### src/rtl/sl_transmitter.sv
// sl_transmitter: serialises a parallel word LSB-first onto the two-wire SL bus.
// Each bit slot drives its symbol for PULSE_LEN clocks, then leaves a gap.
// The word is followed by an optional odd-parity slot and a stop slot.
// All outputs come straight from flops, so there is no input-to-output path.
module sl_transmitter #(
  parameter int BIT_PERIOD = 32,
  parameter int PULSE_LEN  = 16
) (
  input  logic        clk,
  input  logic        rst_n,
  input  logic [31:0] tx_data,
  input  logic [5:0]  tx_len,
  input  logic        tx_pe,
  input  logic        tx_valid,
  output logic        tx_ready,
  output logic        sl0,
  output logic        sl1,
  output logic        tx_done,
  output logic        tx_err
);

  localparam logic [1:0] S_IDLE   = 2'd0;
  localparam logic [1:0] S_DATA   = 2'd1;
  localparam logic [1:0] S_PARITY = 2'd2;
  localparam logic [1:0] S_STOP   = 2'd3;

  // Last counter value of a slot; the comparison width allows PULSE_LEN up to 255.
  localparam logic [7:0] LAST_CNT = 8'(BIT_PERIOD - 1);
  localparam logic [8:0] PULSE_W  = 9'(PULSE_LEN);

  // Odd parity over the low len bits: data plus parity carry an odd number of ones.
  function automatic logic odd_parity(input logic [31:0] data, input logic [5:0] len);
    logic [31:0] mask;
    if (len >= 6'd32) begin
      mask = 32'hFFFF_FFFF;
    end else begin
      mask = (32'd1 << len) - 32'd1;
    end
    return ~^(data & mask);
  endfunction

  // Active line symbol {sl0, sl1} for a slot of the given kind.
  function automatic logic [1:0] line_symbol(input logic [1:0] st, input logic data_bit,
                                             input logic par_bit);
    logic [1:0] sym;
    case (st)
      S_DATA:   sym = data_bit ? 2'b10 : 2'b01;
      S_PARITY: sym = par_bit  ? 2'b10 : 2'b01;
      S_STOP:   sym = 2'b00;
      default:  sym = 2'b11;
    endcase
    return sym;
  endfunction

  logic [1:0]  state_r, state_s;
  logic [7:0]  cycle_cnt_r, cycle_cnt_s;
  logic [5:0]  bit_cnt_r, bit_cnt_s;
  logic [31:0] shift_r, shift_s;
  logic [5:0]  len_r, len_s;
  logic        pe_r, pe_s;
  logic        par_r, par_s;
  logic        done_s, err_s;
  logic        ready_s;
  logic [1:0]  lines_s;
  logic        len_legal_s;
  logic        slot_end_s;

  logic        sl0_r, sl1_r, tx_ready_r, tx_done_r, tx_err_r;

  assign len_legal_s = (tx_len != 6'd0) && (tx_len <= 6'd32);
  assign slot_end_s  = (cycle_cnt_r == LAST_CNT);

  // Next-state logic: handshake, slot counting, bit shifting and frame sequencing.
  always_comb begin
    state_s     = state_r;
    cycle_cnt_s = cycle_cnt_r;
    bit_cnt_s   = bit_cnt_r;
    shift_s     = shift_r;
    len_s       = len_r;
    pe_s        = pe_r;
    par_s       = par_r;
    done_s      = 1'b0;
    err_s       = 1'b0;
    case (state_r)
      S_IDLE: begin
        if (tx_valid) begin
          if (len_legal_s) begin
            state_s     = S_DATA;
            cycle_cnt_s = 8'd0;
            bit_cnt_s   = 6'd0;
            shift_s     = tx_data;
            len_s       = tx_len;
            pe_s        = tx_pe;
            par_s       = odd_parity(tx_data, tx_len);
          end else begin
            err_s = 1'b1;
          end
        end else begin
          state_s = S_IDLE;
        end
      end
      S_DATA: begin
        if (slot_end_s) begin
          cycle_cnt_s = 8'd0;
          if (bit_cnt_r == (len_r - 6'd1)) begin
            state_s = pe_r ? S_PARITY : S_STOP;
          end else begin
            bit_cnt_s = bit_cnt_r + 6'd1;
            shift_s   = {1'b0, shift_r[31:1]};
          end
        end else begin
          cycle_cnt_s = cycle_cnt_r + 8'd1;
        end
      end
      S_PARITY: begin
        if (slot_end_s) begin
          cycle_cnt_s = 8'd0;
          state_s     = S_STOP;
        end else begin
          cycle_cnt_s = cycle_cnt_r + 8'd1;
        end
      end
      S_STOP: begin
        if (slot_end_s) begin
          cycle_cnt_s = 8'd0;
          bit_cnt_s   = 6'd0;
          shift_s     = 32'd0;
          state_s     = S_IDLE;
          done_s      = 1'b1;
        end else begin
          cycle_cnt_s = cycle_cnt_r + 8'd1;
        end
      end
      default: begin
        state_s     = S_IDLE;
        cycle_cnt_s = 8'd0;
        bit_cnt_s   = 6'd0;
      end
    endcase
  end

  // Output decode from the next state so the flops present each symbol on its slot edge.
  always_comb begin
    ready_s = 1'b0;
    lines_s = 2'b11;
    if (state_s == S_IDLE) begin
      ready_s = 1'b1;
      lines_s = 2'b11;
    end else begin
      ready_s = 1'b0;
      if ({1'b0, cycle_cnt_s} < PULSE_W) begin
        lines_s = line_symbol(state_s, shift_s[0], par_s);
      end else begin
        lines_s = 2'b11;
      end
    end
  end

  // State, datapath and output registers; reset idles the lines at once.
  always_ff @(posedge clk or negedge rst_n) begin
    if (!rst_n) begin
      state_r     <= S_IDLE;
      cycle_cnt_r <= 8'd0;
      bit_cnt_r   <= 6'd0;
      shift_r     <= 32'd0;
      len_r       <= 6'd0;
      pe_r        <= 1'b0;
      par_r       <= 1'b0;
      sl0_r       <= 1'b1;
      sl1_r       <= 1'b1;
      tx_ready_r  <= 1'b1;
      tx_done_r   <= 1'b0;
      tx_err_r    <= 1'b0;
    end else begin
      state_r     <= state_s;
      cycle_cnt_r <= cycle_cnt_s;
      bit_cnt_r   <= bit_cnt_s;
      shift_r     <= shift_s;
      len_r       <= len_s;
      pe_r        <= pe_s;
      par_r       <= par_s;
      sl0_r       <= lines_s[1];
      sl1_r       <= lines_s[0];
      tx_ready_r  <= ready_s;
      tx_done_r   <= done_s;
      tx_err_r    <= err_s;
    end
  end

  assign sl0      = sl0_r;
  assign sl1      = sl1_r;
  assign tx_ready = tx_ready_r;
  assign tx_done  = tx_done_r;
  assign tx_err   = tx_err_r;

endmodule

### config.mk
export PLATFORM = sky130hd
export DESIGN_NAME = sl_transmitter
export DESIGN_NICKNAME = d
export VERILOG_FILES = /design/src/rtl/sl_transmitter.sv
export SDC_FILE = /design/constraint.sdc
export NUM_CORES = 1
export LEC_CHECK = 0
export ABC_AREA = 1
export ABC_CLOCK_PERIOD_IN_PS = 6380
export BUFFER_PORTS_ARGS = -buffer_cell sky130_fd_sc_hd__buf_2
export CAP_MARGIN = 5
export CELL_PAD_IN_SITES_DETAIL_PLACEMENT = 0
export CELL_PAD_IN_SITES_GLOBAL_PLACEMENT = 1
export CORE_ASPECT_RATIO = 1.4
export CORE_MARGIN = 8
export CORE_UTILIZATION = 35
export CTS_CLUSTER_DIAMETER = 30
export DETAILED_ROUTE_END_ITERATION = 8
export HOLD_SLACK_MARGIN = 0.1
export PLACE_DENSITY = 0.65
export SYNTH_ARGS = -nofsm -noshare
export SYNTH_HDL_FRONTEND = slang
export SYNTH_SLANG_ARGS = --single-unit
export TNS_END_PERCENT = 5
### constraint.sdc
create_clock -name clk -period 6.38 [get_ports clk]
set_input_delay 1.276 -clock clk [delete_from_list [all_inputs] [get_ports clk]]
set_output_delay 1.276 -clock clk [all_outputs]
set_load 0.005 [all_outputs]
* Word-level counts from Yosys, hierarchy flattened
Cells that the tools add are included.
** Word-level totals
- Register bits after elaboration :: 61
- Output and inout port bits :: 5
- Logic and storage cells :: 86
** Operators by class
- Add/sub/neg operators :: 4
- $lt $le $gt $ge :: 3
- Equality and inequality tests :: 13
- Shift-type cells :: 1
- Muxes and demuxes :: 42
- Bitwise logic cells :: 1
- Reductions and logical operators :: 9
** Operators with widths (count)
- 2-to-1 mux 32 bit :: 9
- one-hot mux 32 bit (3 select lines) :: 1
- bitwise AND 32 bit :: 1
- XNOR reduction 32 bit :: 1
- left shift 1 x 6 -> 32 bit, first input constant :: 1
- subtractor 32 x 1 -> 32 bit, second input constant :: 1
- 2-to-1 mux 6 bit :: 5
- 2-to-1 mux 8 bit :: 3
- 2-to-1 mux 2 bit :: 10
- one-hot mux 6 bit (3 select lines) :: 1
- one-hot mux 8 bit (2 select lines) :: 1
- 2-to-1 mux 1 bit :: 10
- != test 2 bit, second input constant :: 5
- adder 8 x 1 -> 8 bit, second input constant :: 1
- equality test 2 bit, second input constant :: 4
- equality test 8 x 5 -> 1 bit, second input constant :: 1
- less-than comparator 8 x 5 -> 1 bit, second input constant :: 1
- one-hot mux 2 bit (4 select lines) :: 1
- adder 6 x 1 -> 6 bit, second input constant :: 1
- equality test 6 bit :: 1
- >= comparator 6 bit, second input constant :: 1
- <= comparator 6 bit, second input constant :: 1
- one-hot mux 2 bit (3 select lines) :: 1
- AND reduction 6 bit :: 1
- other kinds (8) :: 10

* Logic depth before layout (Yosys ltp)
- Word-level depth :: 15
- Gate-level depth with buffers :: 27
- Gate-level depth less buffers :: 26

* Least setup slack after synthesis
No wires, ideal clock.
- Path type :: input to register
- Start point :: in tx_len[5]
- End point :: reg sl1_r, in the netlist sl1
- Setup time :: 0.076 ns
- Arrival time :: 3.459 ns
- Slack :: 2.845 ns
- Stages on the path :: 22
- Cells stage by stage :: buf_6 > nor2_8 > buf_6 > nand3_2 > ha_1 > a21oi_1 > xor2_1 > inv_1 > xor2_1 > inv_1 > nand2_1 > nand2_1 > inv_1 > nand2_1 > nand2_1 > nand3_1 > nand2_1 > nand3_1 > nand3_2 > nand2_1 > nand2_1 > nand2_1
** On the way
- Word-level cells in the longest chain between the ends :: 15
- Elaborated cells between the ends (all ways) :: 34
** RTL lines
- start: declaration :: RTL line 12 : input logic [5:0] tx_len,
- left shift 1 x 6 -> 32 bit :: RTL line 37 : mask = (32'd1 << len) - 32'd1;
- subtractor 32 x 1 -> 32 bit :: RTL line 37
- 2-to-1 mux 32 bit :: RTL line 34 : if (len >= 6'd32) begin
- 2-to-1 mux 32 bit :: RTL line 87 : if (len_legal_s) begin
- 2-to-1 mux 32 bit :: RTL line 86 : if (tx_valid) begin
- 2-to-1 mux 32 bit :: RTL line 84 : case (state_r)
- bitwise AND 32 bit :: RTL line 39 : return ~^(data & mask);
- XNOR reduction 32 bit :: RTL line 39
- 2-to-1 mux 1 bit :: RTL line 87
- 2-to-1 mux 1 bit :: RTL line 86
- 2-to-1 mux 1 bit :: RTL line 84
- 2-to-1 mux 2 bit :: RTL line 48 : S_PARITY: sym = par_bit ? 2'b10 : 2'b01;
- one-hot mux 2 bit (3 select lines) :: RTL line 46 : case (st)
- 2-to-1 mux 2 bit :: RTL line 151 : if ({1'b0, cycle_cnt_s} < PULSE_W) begin
- 2-to-1 mux 2 bit * :: RTL line 146 : if (state_s == S_IDLE) begin
- net lines_s[0] :: RTL line 64 : logic [1:0] lines_s;
- end signal: assignment :: RTL line 183 : sl1_r <= lines_s[0];
- end: declaration :: RTL line 68 : logic sl0_r, sl1_r, tx_ready_r, tx_done_r, tx_err_r;
The timed path passes the listed nets; every way through them passes the cells marked *. The select of a mux whose other input is x is not followed.
A chain may end at the register's enable or synchronous reset.

* Worst setup path in the final report
- Start point :: in tx_len[3]
- End point :: reg sl1_r, in the netlist sl1
The elaborated chain is that of the path after synthesis.

==> run metrics <==
RSZ-0062 raised after global routing false; Die W about 120 um; critical path's top delay family simple AND/OR/NAND/NOR gates; n_diodes 0; first-pass GRT wire length 27680 um; Buf/Inv on CP 5; required time worst endpoint 6.66 ns; Avg Cell Area, Syn 6.490 sq um; Hold-fix buffers, CTS 0; skew final 0.006937 ns; CTS resizes 0; vias in the first global route 5381; P_leak 3.341 nW; WP data arrival roughly 4.2 ns; CP max stage delay 0.39 ns; syn nets 900; Die Y 164.5 um; Num CTS Buffers 9; CTS tree done; clk buf depth 2; num rows 54; post-synthesis cell type count 46; Post-Syn Area 5510 sq um; CP cell instances buf_2 > inv_2 > nand3_1 > ha_1 > nand3_1 > inv_2 > nand2_1 > nor2_2 > nor2_1 > o21ai_1 > nand3_1 > nand2_1 > inv_2 > nand2_1 > nand3_1 > nand2_1 > inv_1 > nand2_1 > nand3_2 > nand2_1 > nand2_1 > nand2_1; DR iter-0 viols 357; CTS Root Cell clkbuf_16; Starting Density 35.61%; latest clock arrival within the worst-skew pair 0.33 ns; core box area 15470 sq um; Die Area 20070 sq um; Worst setup SP type primary input; DR pass1 iterations 5; Sink Count 61; Post-synth EDFFs 0; antenna violations before repair 0; total power draw 1.098 mW; slowest CP cell buf_2; CTS clk-pin slew, worst paths 0.06 ns; # H-tree levels 3; Post CTS Setup Buffer Count 0; Cell Pwr Density 179.0 nW/um^2; max-cap viol count 0; non-filler instance count after layout 1078; Worst-Margin Slew 1.071 ns; fmax about 260 MHz; ANT nets after route 0; Synth Register Bits 61; Fillers 1691; area grow syn2layout 11.26%; Yosys warning total 0; Total GRT Usage 17.45%; multi-input logic area 3344 sq um; Main synth FF type dfrtp_1; Worst Slack Setup Final 2.507 ns; outcome complete, no violations; gr ovfl total 0; Placed Cells 1062; DR vias/cell around 5.3; post-DP HPWL around 13000 um; Setup TNS 0 ns; Final #Nets 928; cell mode on critical path nand2_1; hold crit path type reg -> reg; pre-CTS setup slack 2.149 ns; final worst-path cycle share 60.70%; ys async rst share 100.0%; final hold vios 0; Tmin final 3.873 ns; register area 1530 sq um; Cell Area, Placed just under 6000 sq um; CP max FO 23; relative slew slack 28.54%; cell area after layout about 6100 sq um; # port buffers 46; kind of end point of the critical path register; hold slack final 0.5060 ns; synthesized instance count 849; peak supply drop 0.1935 mV; DRC viols 0; routability cong. 0.9528; Ports 47; Crit Path Class in -> reg; fin. max-slew vios 0; largest net degree at the start of global routing between 60 and 70; Post-Route WL 17000 um; layout cells sized above 1 15.76%; vias after detailed routing ~5700; WL/cell 15.77 um; register area share after synthesis 27.77%; # setup viols final 0; Layout Utilization 39.62%
==> tightest hold or removal path: stages, from the launching register on <==
cell and delay [ns]:
dfrtp_1 0.35, nand2_1 0.06, nand2_1 0.06
==> cells in the final DEF (no fill, tap or decap), types with 4 or more instances in the layout <==
cell       synthesis  layout
xor2_1            11      11
a21oi_1            7       7
ha_1               9       9
nand4_2            6       6
o21ai_0           50      50
o22ai_1            4       4
nor3_1             8       8
nand4_1           20      20
o32ai_1            9       9
inv_2             15      15
xnor2_1            6       6
nand2_2           10      10
nand3b_1           4       4
buf_2              5      46
nand3_2           10      10
o31ai_1           21      21
nor2_4             7       7
nor2_2             8       8
nand3_1          106     106
clkbuf_16          0       9
nor2_1            70      70
nand2_1          240     240
dfrtp_1           58      58
inv_1            104     104
==> synth_stat cells, types with 4 or more instances <==
cell        n  share of area (%)
inv_2      15                1.0
dfrtp_1    58                 26
o22ai_1     4               0.45
nor2_4      7                1.4
o32ai_1     9                1.4
nor2_1     70                4.8
clkbuf_1   14               0.95
buf_6       4               0.82
nand4_1    20                2.3
nor2_2      8               0.91
nand2_1   240                 16
nand4_2     6                1.4
nor3_1      8               0.73
buf_2       5               0.45
nand3_1   106                9.6
inv_1     104                7.1
nand3b_1    4               0.54
a21oi_1     7               0.64
xnor2_1     6               0.95
xor2_1     11                1.7
o31ai_1    21                2.9
buf_4       6               0.82
o21ai_0    50                4.5
ha_1        9                2.0
nand2_2    10                1.1
nand3_2    10                1.8
==> registers in the layout (all words and copies together) (netlist names) <==
| name | flops |
|---|---|
| tx_err | 1 |
| shift_r | 32 |
| tx_ready | 1 |
| bit_cnt_r | 6 |
| state_r | 2 |
| sl0 | 1 |
| pe_r | 1 |
| len_r | 6 |
| cycle_cnt_r | 8 |
| par_r | 1 |
| sl1 | 1 |
| tx_done | 1 |
==> power by group <==
part	leakage, nW	switching, mW	internal (mW)	total (mW)
combinational	2.54	0.153	0.0692	0.222
sequential	0.649	0	0.387	0.387
clock	0.152	0.176	0.312	0.488
==> metal layers <==
metal / global-route usage [%] / vias to the layer above / part of all wire [%]
met4: 8.666 / 0 / 4.0
met1: 21.18 / 2671 / 43
met5: 0 / - / 0
met3: 1.984 / 38 / 3.9
li1: - / 2832 / -
met2: 29.78 / 151 / 49
==> logic make-up after synthesis <==
| logic type | share of synthesized area, % |
|---|---|
| fa+ha+maj | 2.044 |
| flops | 27.77 |
| simple gates | 44.14 |
| mux | 0.1817 |
| buf+inv | 11.53 |
| xor+xnor | 2.702 |
| compound gates | 11.63 |
==> worst paths after layout <==
check,startpoint,to,slack [ns],cells after the start
max in group asynchronous,rst_n,cycle_cnt_r[3],4.74,2
worst min-delay path,shift_r[1],shift_r[1],0.51,2
worst min register to register,shift_r[1],shift_r[1],0.51,2
worst max register to register,state_r[1],bit_cnt_r[4],2.95,10
min in group asynchronous,rst_n,shift_r[7],1.11,2
worst max-delay path,tx_len[3],sl1,2.51,22
==> cell type report <==
class	count	area share [%]
Sequential cell	61	24.96
Tap cell	196	4.000
Inverter	121	7.449
Multi-Input combinational cell	635	54.55
Timing Repair Buffer	49	4.122
Clock buffer	10	3.898
Clock inverter	6	1.020
Note: power is estimated with default switching activity, not from simulation.
